### config.mk
export PLATFORM = sky130hd
export DESIGN_NAME = agc_gain_controller
export DESIGN_NICKNAME = d
export VERILOG_FILES = /design/src/rtl/agc_gain_controller.sv
export SDC_FILE = /design/constraint.sdc
export NUM_CORES = 1
export LEC_CHECK = 0
export BUFFER_PORTS_ARGS = -buffer_cell sky130_fd_sc_hd__buf_2
export CORE_MARGIN = 3
export CORE_UTILIZATION = 54
export DETAILED_ROUTE_END_ITERATION = 12
export PLACE_DENSITY = 0.81
export REMOVE_ABC_BUFFERS = 1
export SETUP_SLACK_MARGIN = 0.2
export SLEW_MARGIN = 20
export SYNTH_ARGS = -nofsm -noshare
export SYNTH_HDL_FRONTEND = slang
export SYNTH_SLANG_ARGS = --single-unit
### constraint.sdc
create_clock -name clk -period 2.8 [get_ports clk]
set_input_delay 0.14 -clock clk [delete_from_list [all_inputs] [get_ports clk]]
set_output_delay 0.14 -clock clk [all_outputs]
set_load 0.01 [all_outputs]
### src/rtl/agc_gain_controller.sv
// agc_gain_controller: peak-detecting automatic gain control loop.
// The loop waits SETTLE_CYCLES clocks after each gain change. It then collects
// the peak magnitude over WINDOW_LEN valid samples and steps the gain index
// toward the thresh_lo..thresh_hi band.
// Ports:
//   clk, rst_n         clock, asynchronous active-low reset
//   enable             loop run; 0 returns to IDLE and freezes the gain
//   sample_valid       qualifies sample
//   sample [7:0]       signed ADC sample
//   thresh_hi [6:0]    peak above this lowers the gain
//   thresh_lo [6:0]    peak below this raises the gain
//   gain_array [5:0]   registered gain index, 0..GAIN_MAX
//   gain_update        one-cycle pulse alongside each new gain_array value
//   locked             LOCK_WINDOWS consecutive in-range windows seen
module agc_gain_controller #(
   parameter int unsigned GAIN_MAX      = 38,
   parameter int unsigned GAIN_INIT     = 38,
   parameter int unsigned SETTLE_CYCLES = 16,
   parameter int unsigned WINDOW_LEN    = 64,
   parameter int unsigned LOCK_WINDOWS  = 4
) (
   input  logic       clk,
   input  logic       rst_n,
   input  logic       enable,
   input  logic       sample_valid,
   input  logic [7:0] sample,
   input  logic [6:0] thresh_hi,
   input  logic [6:0] thresh_lo,
   output logic [5:0] gain_array,
   output logic       gain_update,
   output logic       locked
);

   localparam int unsigned GAIN_W = 6;
   localparam int unsigned MAG_W  = 7;
   localparam int unsigned SCNT_W = $clog2(SETTLE_CYCLES + 1);
   localparam int unsigned WCNT_W = $clog2(WINDOW_LEN + 1);
   localparam int unsigned LCNT_W = $clog2(LOCK_WINDOWS + 1);

   typedef enum logic [1:0] {IDLE, SETTLE, MEASURE, ADJUST} state_t;

   state_t              state_q, state_d;
   logic [GAIN_W-1:0]   gain_q, gain_d;
   logic                gain_update_q, gain_update_d;
   logic                locked_q, locked_d;
   logic [MAG_W-1:0]    peak_q, peak_d;
   logic [SCNT_W-1:0]   settle_cnt_q, settle_cnt_d;
   logic [WCNT_W-1:0]   win_cnt_q, win_cnt_d;
   logic [LCNT_W-1:0]   lock_cnt_q, lock_cnt_d;

   logic [MAG_W-1:0]    mag;
   logic                settle_done;
   logic                last_sample;
   logic                is_max, is_high, is_low, in_range;
   logic [GAIN_W-1:0]   gain_adj;
   logic                gain_changed;

   // Sample magnitude (-128 saturates to 127) and window/settle terminal counts.
   always_comb begin
      if (!sample[7])
         mag = sample[6:0];
      else if (sample == 8'h80)
         mag = 7'd127;
      else
         mag = MAG_W'(~sample + 8'd1);
      settle_done = (settle_cnt_q <= SCNT_W'(1));
      last_sample = (win_cnt_q == WCNT_W'(WINDOW_LEN - 1));
   end

   // Gain decision from the final window peak; high wins over low.
   always_comb begin
      is_max   = (peak_q == 7'd127);
      is_high  = is_max || (peak_q > thresh_hi);
      is_low   = !is_high && (peak_q < thresh_lo);
      in_range = !is_high && !is_low;
      gain_adj = gain_q;
      if (is_max)
         gain_adj = (gain_q >= 6'd4) ? gain_q - 6'd4 : 6'd0;
      else if (is_high)
         gain_adj = (gain_q != 6'd0) ? gain_q - 6'd1 : 6'd0;
      else if (is_low)
         gain_adj = (gain_q < GAIN_W'(GAIN_MAX)) ? gain_q + 6'd1 : gain_q;
      gain_changed = (gain_adj != gain_q);
   end

   // State register and datapath flops.
   always_ff @(posedge clk or negedge rst_n) begin
      if (!rst_n) begin
         state_q       <= IDLE;
         gain_q        <= GAIN_W'(GAIN_INIT);
         gain_update_q <= 1'b0;
         locked_q      <= 1'b0;
         peak_q        <= '0;
         settle_cnt_q  <= '0;
         win_cnt_q     <= '0;
         lock_cnt_q    <= '0;
      end else begin
         state_q       <= state_d;
         gain_q        <= gain_d;
         gain_update_q <= gain_update_d;
         locked_q      <= locked_d;
         peak_q        <= peak_d;
         settle_cnt_q  <= settle_cnt_d;
         win_cnt_q     <= win_cnt_d;
         lock_cnt_q    <= lock_cnt_d;
      end
   end

   // Next-state logic.
   always_comb begin
      state_d = state_q;
      if (!enable) begin
         state_d = IDLE;
      end else begin
         case (state_q)
            IDLE:    state_d = SETTLE;
            SETTLE:  if (settle_done) state_d = MEASURE;
            MEASURE: if (sample_valid && last_sample) state_d = ADJUST;
            ADJUST:  state_d = gain_changed ? SETTLE : MEASURE;
            default: state_d = IDLE;
         endcase
      end
   end

   // Datapath and output next values.
   always_comb begin
      gain_d        = gain_q;
      gain_update_d = 1'b0;
      peak_d        = peak_q;
      settle_cnt_d  = settle_cnt_q;
      win_cnt_d     = win_cnt_q;
      lock_cnt_d    = lock_cnt_q;
      if (!enable) begin
         peak_d       = '0;
         settle_cnt_d = '0;
         win_cnt_d    = '0;
         lock_cnt_d   = '0;
      end else begin
         case (state_q)
            IDLE: settle_cnt_d = SCNT_W'(SETTLE_CYCLES);
            SETTLE: begin
               if (settle_done) begin
                  settle_cnt_d = '0;
                  peak_d       = '0;
                  win_cnt_d    = '0;
               end else begin
                  settle_cnt_d = settle_cnt_q - SCNT_W'(1);
               end
            end
            MEASURE: begin
               if (sample_valid) begin
                  if (mag > peak_q) peak_d = mag;
                  win_cnt_d = win_cnt_q + WCNT_W'(1);
               end
            end
            ADJUST: begin
               peak_d    = '0;
               win_cnt_d = '0;
               if (gain_changed) begin
                  gain_d        = gain_adj;
                  gain_update_d = 1'b1;
                  settle_cnt_d  = SCNT_W'(SETTLE_CYCLES);
                  lock_cnt_d    = '0;
               end else if (in_range) begin
                  if (lock_cnt_q < LCNT_W'(LOCK_WINDOWS))
                     lock_cnt_d = lock_cnt_q + LCNT_W'(1);
               end else begin
                  // Clamped at a gain limit: out of range, so not settling.
                  lock_cnt_d = '0;
               end
            end
            default: ;
         endcase
      end
      locked_d = (lock_cnt_d == LCNT_W'(LOCK_WINDOWS));
   end

   assign gain_array  = gain_q;
   assign gain_update = gain_update_q;
   assign locked      = locked_q;

endmodule
==> flow_summary.rst, run 1 <==
.. list-table::
   :header-rows: 1

   * - Metric
     - Value
   * - Final layout net count
     - 524
   * - Accumulated negative setup slack
     - 0 ps
   * - Bufs on Longest Clock Path
     - 2
   * - Number of H-tree branching levels
     - 2
   * - Number of warnings printed during yosys synthesis
     - 0
   * - Class of the most critical hold timing path
     - in -> reg
   * - Top-area cell type share of the netlist area
     - 24.2%
   * - Core box area
     - 5240 um^2
   * - Fin Clk Skew
     - 6.01 ps
   * - Crit path required time
     - 3020 ps
   * - Via count of the first global-routing pass
     - 3083
   * - Startpoint kind of the worst setup timing path
     - flip-flop
   * - Antenna Cells
     - 0
   * - DRC marker count from the first detailed-route iteration
     - 394
   * - Worst-case register-to-register setup slack
     - 40 ps
   * - Number of sinks driven by the clock tree
     - 32
   * - Distinct cells, synth
     - 63
   * - Max-cap violation count
     - 0
   * - Worst setup margin
     - 41.1 ps
   * - Chip Width
     - 80.5 um
   * - Result of the run
     - complete, no violations
   * - Detail Placement HPWL
     - 5470 um
   * - Crit share post-route
     - 98.5%
   * - Initial antenna violation count
     - 0
   * - DR pass1 iterations
     - 5
   * - Number of clock buffers inserted by TritonCTS
     - 5
   * - Final routed wirelength across all metal layers
     - 10700 um
   * - Transition time at the pin with the least slew margin
     - 719 ps
   * - Number of flip-flops and latches in the synthesized netlist
     - 32
   * - Sequential element share of the synthesized area
     - 26.8%
   * - Cell leakage power
     - 1.96 nW
   * - Register clock-pin slew on the reported worst setup and hold paths
     - 70 ps
   * - Die Area
     - 6480 um^2
   * - Worst-case vdd ir drop
     - 0.000479 V
   * - Critical path endpoint
     - gain_array[2]
   * - Crit path capture type
     - flip-flop
   * - Max frequency
     - 0.362 GHz
   * - WL/cell
     - 20.0 um
   * - Arrival time at the worst endpoint
     - 2980 ps
   * - Post-synth top flop
     - sky130_fd_sc_hd__dfrtp_1
   * - Synthesized cell area
     - 3000 um^2
   * - Vias after detailed routing
     - 3475
   * - Synth area leader
     - sky130_fd_sc_hd__dfrtp_1
   * - Port-buffer cells
     - 33
   * - Worst Reg2Reg Path Length in Cells
     - 9
   * - Via count normalized by instance count
     - 6.50
   * - Max-slew headroom at the worst pin
     - 52.1%
   * - Worst Setup SP
     - peak_q[4]
   * - Most common library cells after synthesis
     - sky130_fd_sc_hd__nand2_1, sky130_fd_sc_hd__ha_1, sky130_fd_sc_hd__inv_1
   * - Cells taking the most area after synthesis
     - sky130_fd_sc_hd__dfrtp_1, sky130_fd_sc_hd__ha_1, sky130_fd_sc_hd__nand2_1
   * - Classification of the worst setup path
     - reg -> reg
   * - Pin count of the biggest net entering global routing
     - 33
   * - Post-synth EDFFs
     - 0
   * - RSZ-0062 raised after global routing
     - yes
   * - Final setup vio count
     - 0
   * - Layout cell share with drive strength beyond 1
     - 37.0%
   * - Remaining antenna violation count
     - 0
   * - Final min period
     - 2760 ps
   * - R2R Path Start
     - peak_q[4]
   * - CP max FO
     - 4
   * - Count of pins on the block boundary
     - 34
   * - Max Transition Viols Final
     - 0
   * - Area Growth Syn to Fin
     - 38.9%
   * - Core occupancy in the finished layout
     - 79.5%
   * - Per-instance average area after synthesis
     - 8.28 um^2
   * - Number of remaining DRC errors
     - 0
   * - Ys async rst share
     - 100%
   * - Setup slack after placement
     - -142 ps
   * - CTS tree
     - yes
   * - Global-route wire length before repair
     - 14400 um
   * - Effective utilization at floorplan
     - 57.2%
   * - Clock latency on the worst-skew pair
     - 290 ps
   * - Final number of hold-violating endpoints
     - 0
   * - Site row count
     - 26
   * - Number of cells produced by synthesis
     - 362
   * - Worst flop-to-flop path endpoint
     - gain_array[2]
   * - Overall Global Routing Usage
     - 28.5%
   * - Y dimension of the die
     - 80.5 um
   * - Pwr dens
     - 763 nW/um^2
   * - Placer's final routability congestion estimate
     - 0.918
   * - Global-route congestion overflow total
     - 0
   * - Cell at the root of the clock tree
     - sky130_fd_sc_hd__clkbuf_8
   * - Most frequent cell after synthesis
     - sky130_fd_sc_hd__nand2_1
where the power goes:
| part | switching, W | internal (W) | leakage, nW |
|---|---|---|---|
| Clock | 0.000186 | 0.000314 | 0.0645 |
| Sequential | 0.000108 | 0.000564 | 0.422 |
| Combinational | 0.00108 | 0.000924 | 1.48 |
layout make-up:
cell class / instances / area (um^2)
inverter: 35 / 141
clock inverter: 1 / 30.0
timing repair buffer: 107 / 772
fill: 309 / 1070
multi-input combinational: 283 / 2230
sequential: 32 / 810
tap: 70 / 87.6
clock buffer: 7 / 96.3
worst min path at each step:
stage / start / endpoint / slack, ps / cells past startpoint
after global placement: rst_n / gain_array[3] / 230 / 1
after global routing: enable / lock_cnt_q[0] / 320 / 2
final: enable / state_q[0] / 290 / 3
after CTS: sample[3] / peak_q[3] / 260 / 4
after detailed placement: rst_n / gain_array[3] / 240 / 1
after floorplan: rst_n / gain_array[0] / -160 / 0
sequential cells by signal, summed over array words and instances, names as in the netlist:
register / count
settle_cnt_q: 5
gain_array: 6
gain_update: 1
state_q: 2
locked: 1
lock_cnt_q: 3
peak_q: 7
win_cnt_q: 7
cells by family (layout without fill, tap and decap cells):
family                     count (synthesis)  in the layout  share of synthesized area, %
AOI/OAI and AO/OA                        105            105                          24.9
xor gates and xnor gates                  10             10                          2.92
adders and majority gates                 34             34                          14.2
buffers and inverters                     47            150                          6.34
DFF                                       32             32                          26.8
muxes                                      6              6                          2.17
and+or+nand+nor                          128            128                          22.7
cell usage in the layout, fill, tap and decap left out, drive strengths merged, types with 2 or more instances in the layout:
cell type	n
buf	106
o21ai	23
o2bb2ai	4
nand2	40
o22a	2
and4	3
o21a	5
a21o	4
nand4	11
nor3	7
o31ai	2
a211oi	5
nor2b	6
xnor2	2
a21boi	3
o221ai	3
or3	4
o21bai	2
xor2	8
nand3b	2
nor3b	3
o22ai	7
a21oi	19
and3	4
a211o	3
a31oi	4
nor2	19
nand3	17
dfstp	3
ha	34
o32a	2
o211ai	2
dfrtp	29
clkbuf	7
and2	8
mux2i	5
inv	35
or3b	2
a22o	8
what timing repair did:
action	4_1_cts	5_1_grt
pin swaps	18	31
gates cloned	0	0
endpoints found under the hold margin	29	0
hold buffers	1	0
setup buffers	35	15
endpoints found under the setup margin	13	19
gates resized for setup	22	43
worst max-delay path: stages (launching register included):
cell and delay, ps:
sky130_fd_sc_hd__dfrtp_2 440, sky130_fd_sc_hd__ha_4 230, sky130_fd_sc_hd__a21oi_1 260, sky130_fd_sc_hd__o21ai_2 140, sky130_fd_sc_hd__o22a_1 250, sky130_fd_sc_hd__o32a_1 390
sky130_fd_sc_hd__a311o_2 430, sky130_fd_sc_hd__buf_4 170, sky130_fd_sc_hd__o211a_1 250, sky130_fd_sc_hd__o22ai_2 130
metrics by stage:
stage          hold WS, ps  cell area, um^2  power (W)  instances
2_1_floorplan         -156             2940    0.00173        350
3_3_place_gp           231             3360    0.00215        476
3_5_place_dp           238             3360    0.00219        476
4_1_cts                262             3850    0.00283        520
5_1_grt                318             4160    0.00336        535
6_report               289             4160    0.00318        535
layer usage:
metal / GRT usage (%) / wire length [um] / up-vias
met5: 0 / 0 / -
met4: 13.0 / 666 / 0
met3: 5.49 / 901 / 67
met2: 48.2 / 5360 / 249
met1: 34.7 / 3780 / 1640
li1: - / - / 1519
No activity file was read; power rests on OpenSTA's default activity.
==> inputs of run 2 (changes only) <==
Settings changed: ABC_AREA set to 1, SETUP_SLACK_MARGIN 0.2 to 0.5.
==> run 2 against run 1 <==
  * Clock skew fell by 1.6 ps
  * Non-clock buffer count fell by 57
  * Die area rose by 1.8%
  * Cell count rose by 4.9%
  * Register-to-register slack improved by 370 ps
  * Critical endpoint is now gain_array[0]
  * Sequential share of layout area rose by 1.3 points
  * Setup slack improved by 370 ps
  * Global-route usage fell by 5.1 points
  * Total power fell by 8.9%
  * Utilization fell by 5.6 points
  * Combinational power fell by 9%
==> flow_summary.rst, run 2 <==
.. list-table::
   :header-rows: 1

   * - Metric
     - Value
   * - Kind of cell adding the most delay to the critical path
     - simple AND/OR/NAND/NOR gates
   * - Most frequent cells in the layout
     - sky130_fd_sc_hd__nand2_1, sky130_fd_sc_hd__inv_1, sky130_fd_sc_hd__buf_2
   * - Comb pwr share
     - 63.3%
   * - DRC marker count from the first detailed-route iteration
     - 248
   * - Class of the most critical hold timing path
     - in -> reg
   * - Bufs on Longest Clock Path
     - 2
   * - Via count of the first global-routing pass
     - 2830
   * - Transition time at the pin with the least slew margin
     - 706 ps
   * - Reported net switching power
     - 0.00147 W
   * - Vias after detailed routing
     - 3251
   * - Number of sinks driven by the clock tree
     - 32
   * - Pwr dens
     - 739 nW/um^2
   * - DR pass1 iterations
     - 5
   * - Number of remaining DRC errors
     - 0
   * - Worst-path cell with the longest stage delay
     - sky130_fd_sc_hd__dfrtp_2
   * - Via count normalized by instance count
     - 5.80
   * - Global routing met1 resource utilization
     - 29.0%
   * - Cell leakage power
     - 1.91 nW
   * - GRT busiest layer
     - met2
   * - Detail Placement HPWL
     - 5260 um
   * - Buffers plus inverters on the worst setup path
     - 1
   * - Top-area cell type share of the netlist area
     - 23.8%
   * - Layout cell share with drive strength beyond 1
     - 35.2%
   * - Placer's final routability congestion estimate
     - 0.865
   * - Cell at the root of the clock tree
     - sky130_fd_sc_hd__clkbuf_8
   * - Antenna Cells
     - 0
   * - Synth area leader
     - sky130_fd_sc_hd__dfrtp_1
   * - Arrival time at the worst endpoint
     - 2570 ps
   * - Final setup vio count
     - 0
   * - Effective utilization at floorplan
     - 57.6%
   * - Fin Clk Skew
     - 4.45 ps
   * - Routing usage on met2
     - 40.9%
   * - Most common library cells after synthesis
     - sky130_fd_sc_hd__nand2_1, sky130_fd_sc_hd__inv_1, sky130_fd_sc_hd__ha_1
   * - Result of the run
     - complete, no violations
   * - Chain of cells forming the critical path
     - ha_4, nand2_4, nor2_4, nand4_4, nand2_4, nand2_4, nand2_2, nand3_1, nand3_1, nand2_1, nor2_4, nand2_4, nand3_4, inv_4, nand2_2, nand2_2
   * - Global-route wire length before repair
     - 12300 um
   * - Crit path capture type
     - flip-flop
   * - Cells taking the most area after synthesis
     - sky130_fd_sc_hd__dfrtp_1, sky130_fd_sc_hd__ha_1, sky130_fd_sc_hd__nand2_1
   * - Per-instance average area after synthesis
     - 6.98 um^2
   * - Number of clock buffers inserted by TritonCTS
     - 5
   * - R2R Path Start
     - peak_q[4]
   * - CTS tree
     - yes
   * - Final number of hold-violating endpoints
     - 0
   * - Most frequent cell after synthesis
     - sky130_fd_sc_hd__nand2_1
   * - Max Transition Viols Final
     - 0
   * - Port-buffer cells
     - 33
   * - Core box area
     - 5300 um^2
   * - Reg power frac
     - 24.4%
   * - Initial antenna violation count
     - 0
   * - Met3 track demand over resource in global routing
     - 4.88%
   * - Crit share post-route
     - 85.2%
   * - Count of pins on the block boundary
     - 34
   * - Number of warnings printed during yosys synthesis
     - 0
   * - Most common cell after layout, fill and taps aside
     - sky130_fd_sc_hd__nand2_1
   * - Classification of the worst setup path
     - reg -> reg
   * - RSZ-0062 raised after global routing
     - yes
   * - WL/cell
     - 15.6 um
   * - Max-cap violation count
     - 0
   * - Chip Width
     - 81.2 um
   * - Total Power
     - 0.00290 W
   * - Min-Delay Startpoint
     - sample_valid
   * - Final min period
     - 2390 ps
   * - Number of flip-flops and latches in the synthesized netlist
     - 32
   * - Post-synth EDFFs
     - 0
   * - Pin count of the biggest net entering global routing
     - 33
   * - Accumulated negative setup slack
     - 0 ps
   * - Crit path required time
     - 2980 ps
   * - Number of H-tree branching levels
     - 2
   * - Remaining antenna violation count
     - 0
   * - Max frequency
     - 0.419 GHz
   * - Most numerous cell on the critical path
     - sky130_fd_sc_hd__nand2_4
   * - Y dimension of the die
     - 81.2 um
   * - Global-route congestion overflow total
     - 0
   * - Register clock-pin slew on the reported worst setup and hold paths
     - 70 ps
   * - Ys async rst share
     - 100%
   * - Final routed wirelength across all metal layers
     - 8760 um
   * - Overall Global Routing Usage
     - 23.4%
   * - Sequential element share of the synthesized area
     - 26.3%
   * - Share of power burned in the clock network
     - 12.3%
   * - Worst-case vdd ir drop
     - 0.000360 V
   * - Distinct cells, synth
     - 43
   * - Site row count
     - 26
   * - Die Area
     - 6600 um^2
   * - Clock latency on the worst-skew pair
     - 290 ps
   * - Synthesized cell area
     - 3060 um^2
   * - Post-synth top flop
     - sky130_fd_sc_hd__dfrtp_1
   * - Number of cells produced by synthesis
     - 438
   * - Switching share of total power
     - 50.8%
   * - Internal Dissipation
     - 0.00143 W
   * - CP max FO
     - 5
   * - Highest cell delay on the worst timing path
     - 480 ps
   * - Max-slew headroom at the worst pin
     - 52.9%
   * - Startpoint kind of the worst setup timing path
     - flip-flop
   * - Final layout net count
     - 550
   * - Area Growth Syn to Fin
     - 28.3%
   * - Worst Setup SP
     - peak_q[4]
## run 2: changes by cell type in the layout (fill, tap and decap cells not counted), moves of 7 or more
cell,change
sky130_fd_sc_hd__nand2_1,+35
sky130_fd_sc_hd__inv_2,+11
sky130_fd_sc_hd__buf_4,-53
sky130_fd_sc_hd__a22o_1,-8
sky130_fd_sc_hd__nor2_4,+7
sky130_fd_sc_hd__inv_1,+36
sky130_fd_sc_hd__nand2_4,+7
sky130_fd_sc_hd__nand2_2,+28
sky130_fd_sc_hd__nand3_1,+11
## run 2: timing repair
item                                    CTS  global route
pin swaps                                 3            36
setup buffers                             3            10
gates cloned                              1             0
hold buffers                              1             0
endpoints found under the setup margin   14            24
endpoints found under the hold margin    29             0
gates resized for setup                  17            80
## run 2: final timing paths
check,slack (ps),cells after the start,endpoint
hold / removal,240,5,win_cnt_q[4]
max in group asynchronous,1860,2,peak_q[2]
setup reg to reg,410,16,gain_array[0]
setup / recovery,410,16,gain_array[0]
hold reg to reg,500,2,settle_cnt_q[1]
min in group asynchronous,440,2,gain_array[3]
## run 2: layout make-up
type                       instances  area, um^2
fill                             387        1380
tap                               70        87.6
multi-input combinational        318        2300
clock inverter                     3        18.8
sequential                        32         812
clock buffer                       5        68.8
inverter                          83         320
timing repair buffer              50         307
## run 2: power by group through the flow
stage / sequential [W] / clock (W) / combinational [W]
6_report: 0.000708 / 0.000355 / 0.00183
3_3_place_gp: 0.000696 / 0 / 0.00139
5_1_grt: 0.000719 / 0.000371 / 0.00202
2_1_floorplan: 0.000696 / 0 / 0.00110
4_1_cts: 0.000698 / 0.000351 / 0.00151
3_5_place_dp: 0.000703 / 0 / 0.00143
## run 2: worst reg2reg max path, stage by stage, from the launching register on
cell and delay, ps:
sky130_fd_sc_hd__dfrtp_2 480, sky130_fd_sc_hd__ha_4 310, sky130_fd_sc_hd__nand2_4 50, sky130_fd_sc_hd__nor2_4 160, sky130_fd_sc_hd__nand4_4 160, sky130_fd_sc_hd__nand2_4 150
sky130_fd_sc_hd__nand2_4 90, sky130_fd_sc_hd__nand2_2 90, sky130_fd_sc_hd__nand3_1 100, sky130_fd_sc_hd__nand3_1 80, sky130_fd_sc_hd__nand2_1 80, sky130_fd_sc_hd__nor2_4 150
sky130_fd_sc_hd__nand2_4 90, sky130_fd_sc_hd__nand3_4 110, sky130_fd_sc_hd__inv_4 60, sky130_fd_sc_hd__nand2_2 60, sky130_fd_sc_hd__nand2_2 50
## run 2: metal layers
layer	up-vias	share of wire, %	wire length (um)
li1	1547	-	-
met1	1502	40	3480
met2	153	50	4410
met3	49	5.3	465
met4	0	4.6	402
met5	-	0	0
## run 2: stage by stage
| step | instances | instance area (um^2) | utilization, % | hold slack (ps) | setup WS [ps] |
|---|---|---|---|---|---|
| 3_5_place_dp | 538 | 3290 | 62.1 | 229 | 238 |
| 5_1_grt | 561 | 3920 | 73.9 | 261 | 297 |
| 6_report | 561 | 3920 | 73.9 | 245 | 413 |
| 3_3_place_gp | 538 | 3290 | 62.1 | 217 | 344 |
| 2_1_floorplan | 432 | 3020 | - | -156 | 439 |
| 4_1_cts | 551 | 3500 | 66.0 | 222 | 488 |
## run 2: cells by family (layout without fill, tap and decap cells)
kind of cell	after synthesis	in the layout	share of synthesized area, %
flip-flops	32	32	26.3
AND/OR/NAND/NOR	213	214	34.2
buffers and inverters	89	141	11.5
adder cells (fa/ha/maj)	34	34	13.9
XOR/XNOR	8	8	2.29
AO/OA/AOI/OAI	61	61	11.4
multiplexers	1	1	0.328
==> inputs of run 3 (changes only) <==
Settings changed: CELL_PAD_IN_SITES_DETAIL_PLACEMENT set to 1, CELL_PAD_IN_SITES_GLOBAL_PLACEMENT set to 1, CORE_UTILIZATION 54 to 39, RECOVER_POWER set to 100, REMOVE_ABC_BUFFERS 1 to not set.
==> run 3 against run 2 <==
  * The run now ends with max-capacitance violations, max-slew violations left
  * Register-to-register slack got worse by 70 ps
  * Sequential power decreased by 2%
  * Clock-buffer cell count increased by 3
  * Die area increased by 35%
  * First-iteration DRC count decreased by 61%
  * Combinational power increased by 9%
  * Non-clock buffer count increased by 8
  * Clock skew increased by 2.4 ps
  * Setup slack got worse by 74 ps
  * Routed wire length increased by 22%
  * Clock power increased by 4%
  * Critical path depth increased by 1
==> flow_summary.rst, run 3 (same netlist as run 2, synthesis figures left out) <==
.. list-table::
   :header-rows: 1

   * - Metric
     - Value
   * - Remaining antenna violation count
     - 0
   * - Crit path required time
     - 2970 ps
   * - Class of the most critical hold timing path
     - in -> reg
   * - Violations in the final reports
     - max-capacitance violations, max-slew violations
   * - Startpoint kind of the worst setup timing path
     - flip-flop
   * - Cell leakage power
     - 1.97 nW
   * - Initial antenna violation count
     - 0
   * - Min-Delay Startpoint
     - sample[0]
   * - Reg power frac
     - 22.7%
   * - Worst hold path endpoint
     - peak_q[0]
   * - Number of H-tree branching levels
     - 2
   * - Count of pins on the block boundary
     - 34
   * - Worst-case vdd ir drop
     - 0.000308 V
   * - Setup slack after placement
     - 88.1 ps
   * - Arrival time at the worst endpoint
     - 2630 ps
   * - Via count normalized by instance count
     - 5.49
   * - R2R Path Start
     - peak_q[6]
   * - Global-route wire length before repair
     - 16400 um
   * - DP Cell Count
     - 566
   * - Reported net switching power
     - 0.00155 W
   * - Accumulated negative setup slack
     - 0 ps
   * - Comb pwr share
     - 65.2%
   * - Most frequent cells in the layout
     - sky130_fd_sc_hd__nand2_1, sky130_fd_sc_hd__inv_1, sky130_fd_sc_hd__nand2_2
   * - Core box area
     - 7410 um^2
   * - Most common cell after layout, fill and taps aside
     - sky130_fd_sc_hd__nand2_1
   * - Worst flop-to-flop path endpoint
     - gain_array[0]
   * - Max-slew headroom at the worst pin
     - -17.0%
   * - Placer's final routability congestion estimate
     - 0.798
   * - Site row count
     - 31
   * - Die Area
     - 8930 um^2
   * - Final number of hold-violating endpoints
     - 0
   * - CP max FO
     - 5
   * - RSZ-0062 raised after global routing
     - yes
   * - Port-buffer cells
     - 33
   * - Area of the multi-input gates
     - 2350 um^2
   * - Worst setup margin
     - 340 ps
   * - Pwr dens
     - 745 nW/um^2
   * - Global-route congestion overflow total
     - 0
   * - Layout filler cell count
     - 942
   * - DRC marker count from the first detailed-route iteration
     - 97
   * - Number of instances on the worst hold path
     - 3
   * - Core occupancy in the finished layout
     - 55.3%
   * - Switching share of total power
     - 50.7%
   * - Max Transition Viols Final
     - 33
   * - Cell at the root of the clock tree
     - sky130_fd_sc_hd__clkbuf_8
   * - Pin count of the biggest net entering global routing
     - 33
   * - Chip Width
     - 94.5 um
   * - Clock latency on the worst-skew pair
     - 280 ps
   * - Fin Clk Skew
     - 6.87 ps
   * - Overall Global Routing Usage
     - 23.0%
   * - Worst-case register-to-register setup slack
     - 340 ps
   * - Area Growth Syn to Fin
     - 34.2%
   * - Area taken by flip-flops and latches
     - 811 um^2
   * - Via count of the first global-routing pass
     - 3448
   * - Final layout net count
     - 558
   * - Bufs on Longest Clock Path
     - 2
   * - DR pass1 iterations
     - 4
   * - Result of the run
     - finished, violations left
   * - WL/cell
     - 17.9 um
   * - Number of remaining DRC errors
     - 0
   * - Internal Dissipation
     - 0.00151 W
   * - Vias after detailed routing
     - 3281
   * - Effective utilization at floorplan
     - 41.2%
   * - Antenna Cells
     - 0
   * - Final setup vio count
     - 0
   * - Final routed wirelength across all metal layers
     - 10700 um
   * - Share of power burned in the clock network
     - 12.1%
   * - Classification of the worst setup path
     - reg -> reg
   * - Max frequency
     - 0.406 GHz
   * - CTS tree
     - yes
   * - Max-cap violation count
     - 1
   * - Count of placed standard cells in the final layout, fillers left out
     - 598
   * - Synthesized Nets
     - 498
   * - Crit share post-route
     - 87.9%
   * - Final min period
     - 2460 ps
   * - Number of sinks driven by the clock tree
     - 32
   * - Detail Placement HPWL
     - 6480 um
   * - Number of clock buffers inserted by TritonCTS
     - 5
   * - Worst Reg2Reg Path Length in Cells
     - 17
   * - Crit path capture type
     - flip-flop
   * - Y dimension of the die
     - 94.5 um
   * - Register clock-pin slew on the reported worst setup and hold paths
     - 70 ps
   * - WHS
     - 206 ps
   * - Layout cell share with drive strength beyond 1
     - 35.5%
   * - Transition time at the pin with the least slew margin
     - 1760 ps
[run 3: worst max-delay path by stage]
stage / startpoint / end / depth (start not counted)
finish: peak_q[6] / gain_array[0] / 17
global route: peak_q[6] / settle_cnt_q[3] / 13
CTS: peak_q[5] / settle_cnt_q[4] / 16
detailed placement: sample[0] / peak_q[6] / 18
global placement: sample[0] / peak_q[3] / 18
floorplan: gain_array[2] / gain_array[4] / 19
[run 3: timing repair]
item	4_1_cts	5_1_grt
hold endpoints to repair	29	0
gates resized for setup	61	65
pin swaps	27	35
buffers inserted	13	9
hold buffers	1	0
cloned	1	0
setup endpoints to repair	21	24
[run 3: per-stage QoR]
stage               power [W]  instance area [um^2]
floorplan             0.00181                  3060
detailed placement    0.00219                  3330
global route          0.00330                  4100
global placement      0.00213                  3330
CTS                   0.00281                  3830
finish                0.00305                  4100
[run 3: worst max-delay path, stage by stage, from the launching register on]
cell and delay (ps):
sky130_fd_sc_hd__dfrtp_1 450, sky130_fd_sc_hd__ha_1 380, sky130_fd_sc_hd__nand2_4 80, sky130_fd_sc_hd__nor2_4 160, sky130_fd_sc_hd__nand2_2 90, sky130_fd_sc_hd__nand2_4 100
sky130_fd_sc_hd__nand2_8 80, sky130_fd_sc_hd__nand2_8 80, sky130_fd_sc_hd__nand2_2 80, sky130_fd_sc_hd__buf_4 130, sky130_fd_sc_hd__nand4_1 100, sky130_fd_sc_hd__nand2_2 80
sky130_fd_sc_hd__nor2_4 140, sky130_fd_sc_hd__nand2_4 80, sky130_fd_sc_hd__nand3_4 110, sky130_fd_sc_hd__inv_4 70, sky130_fd_sc_hd__nand2_1 70, sky130_fd_sc_hd__nand2_1 50
[run 3: metal layers]
layer	vias to the layer above	wire length (um)	track usage [%]
met5	-	0	0
met4	0	251	6.13
met3	28	352	3.35
met2	76	5790	42.9
met1	1624	4320	27.2
li1	1553	-	-
[run 3: area by class of cell]
| class | count | area share (%) |
|---|---|---|
| timing repair buffer | 58 | 9.71 |
| multi-input combinational | 318 | 57.4 |
| clock buffer | 8 | 2.20 |
| tap | 99 | 3.02 |
| inverter | 83 | 7.91 |
| sequential | 32 | 19.8 |
[run 3: power groups by stage]
| stage | registers (W) | clock network, W | logic, W |
|---|---|---|---|
| 2_1_floorplan | 0.000681 | 0 | 0.00113 |
| 3_3_place_gp | 0.000692 | 0 | 0.00144 |
| 3_5_place_dp | 0.000698 | 0 | 0.00149 |
| 4_1_cts | 0.000683 | 0.000377 | 0.00175 |
| 5_1_grt | 0.000710 | 0.000390 | 0.00220 |
| 6_report | 0.000693 | 0.000370 | 0.00199 |
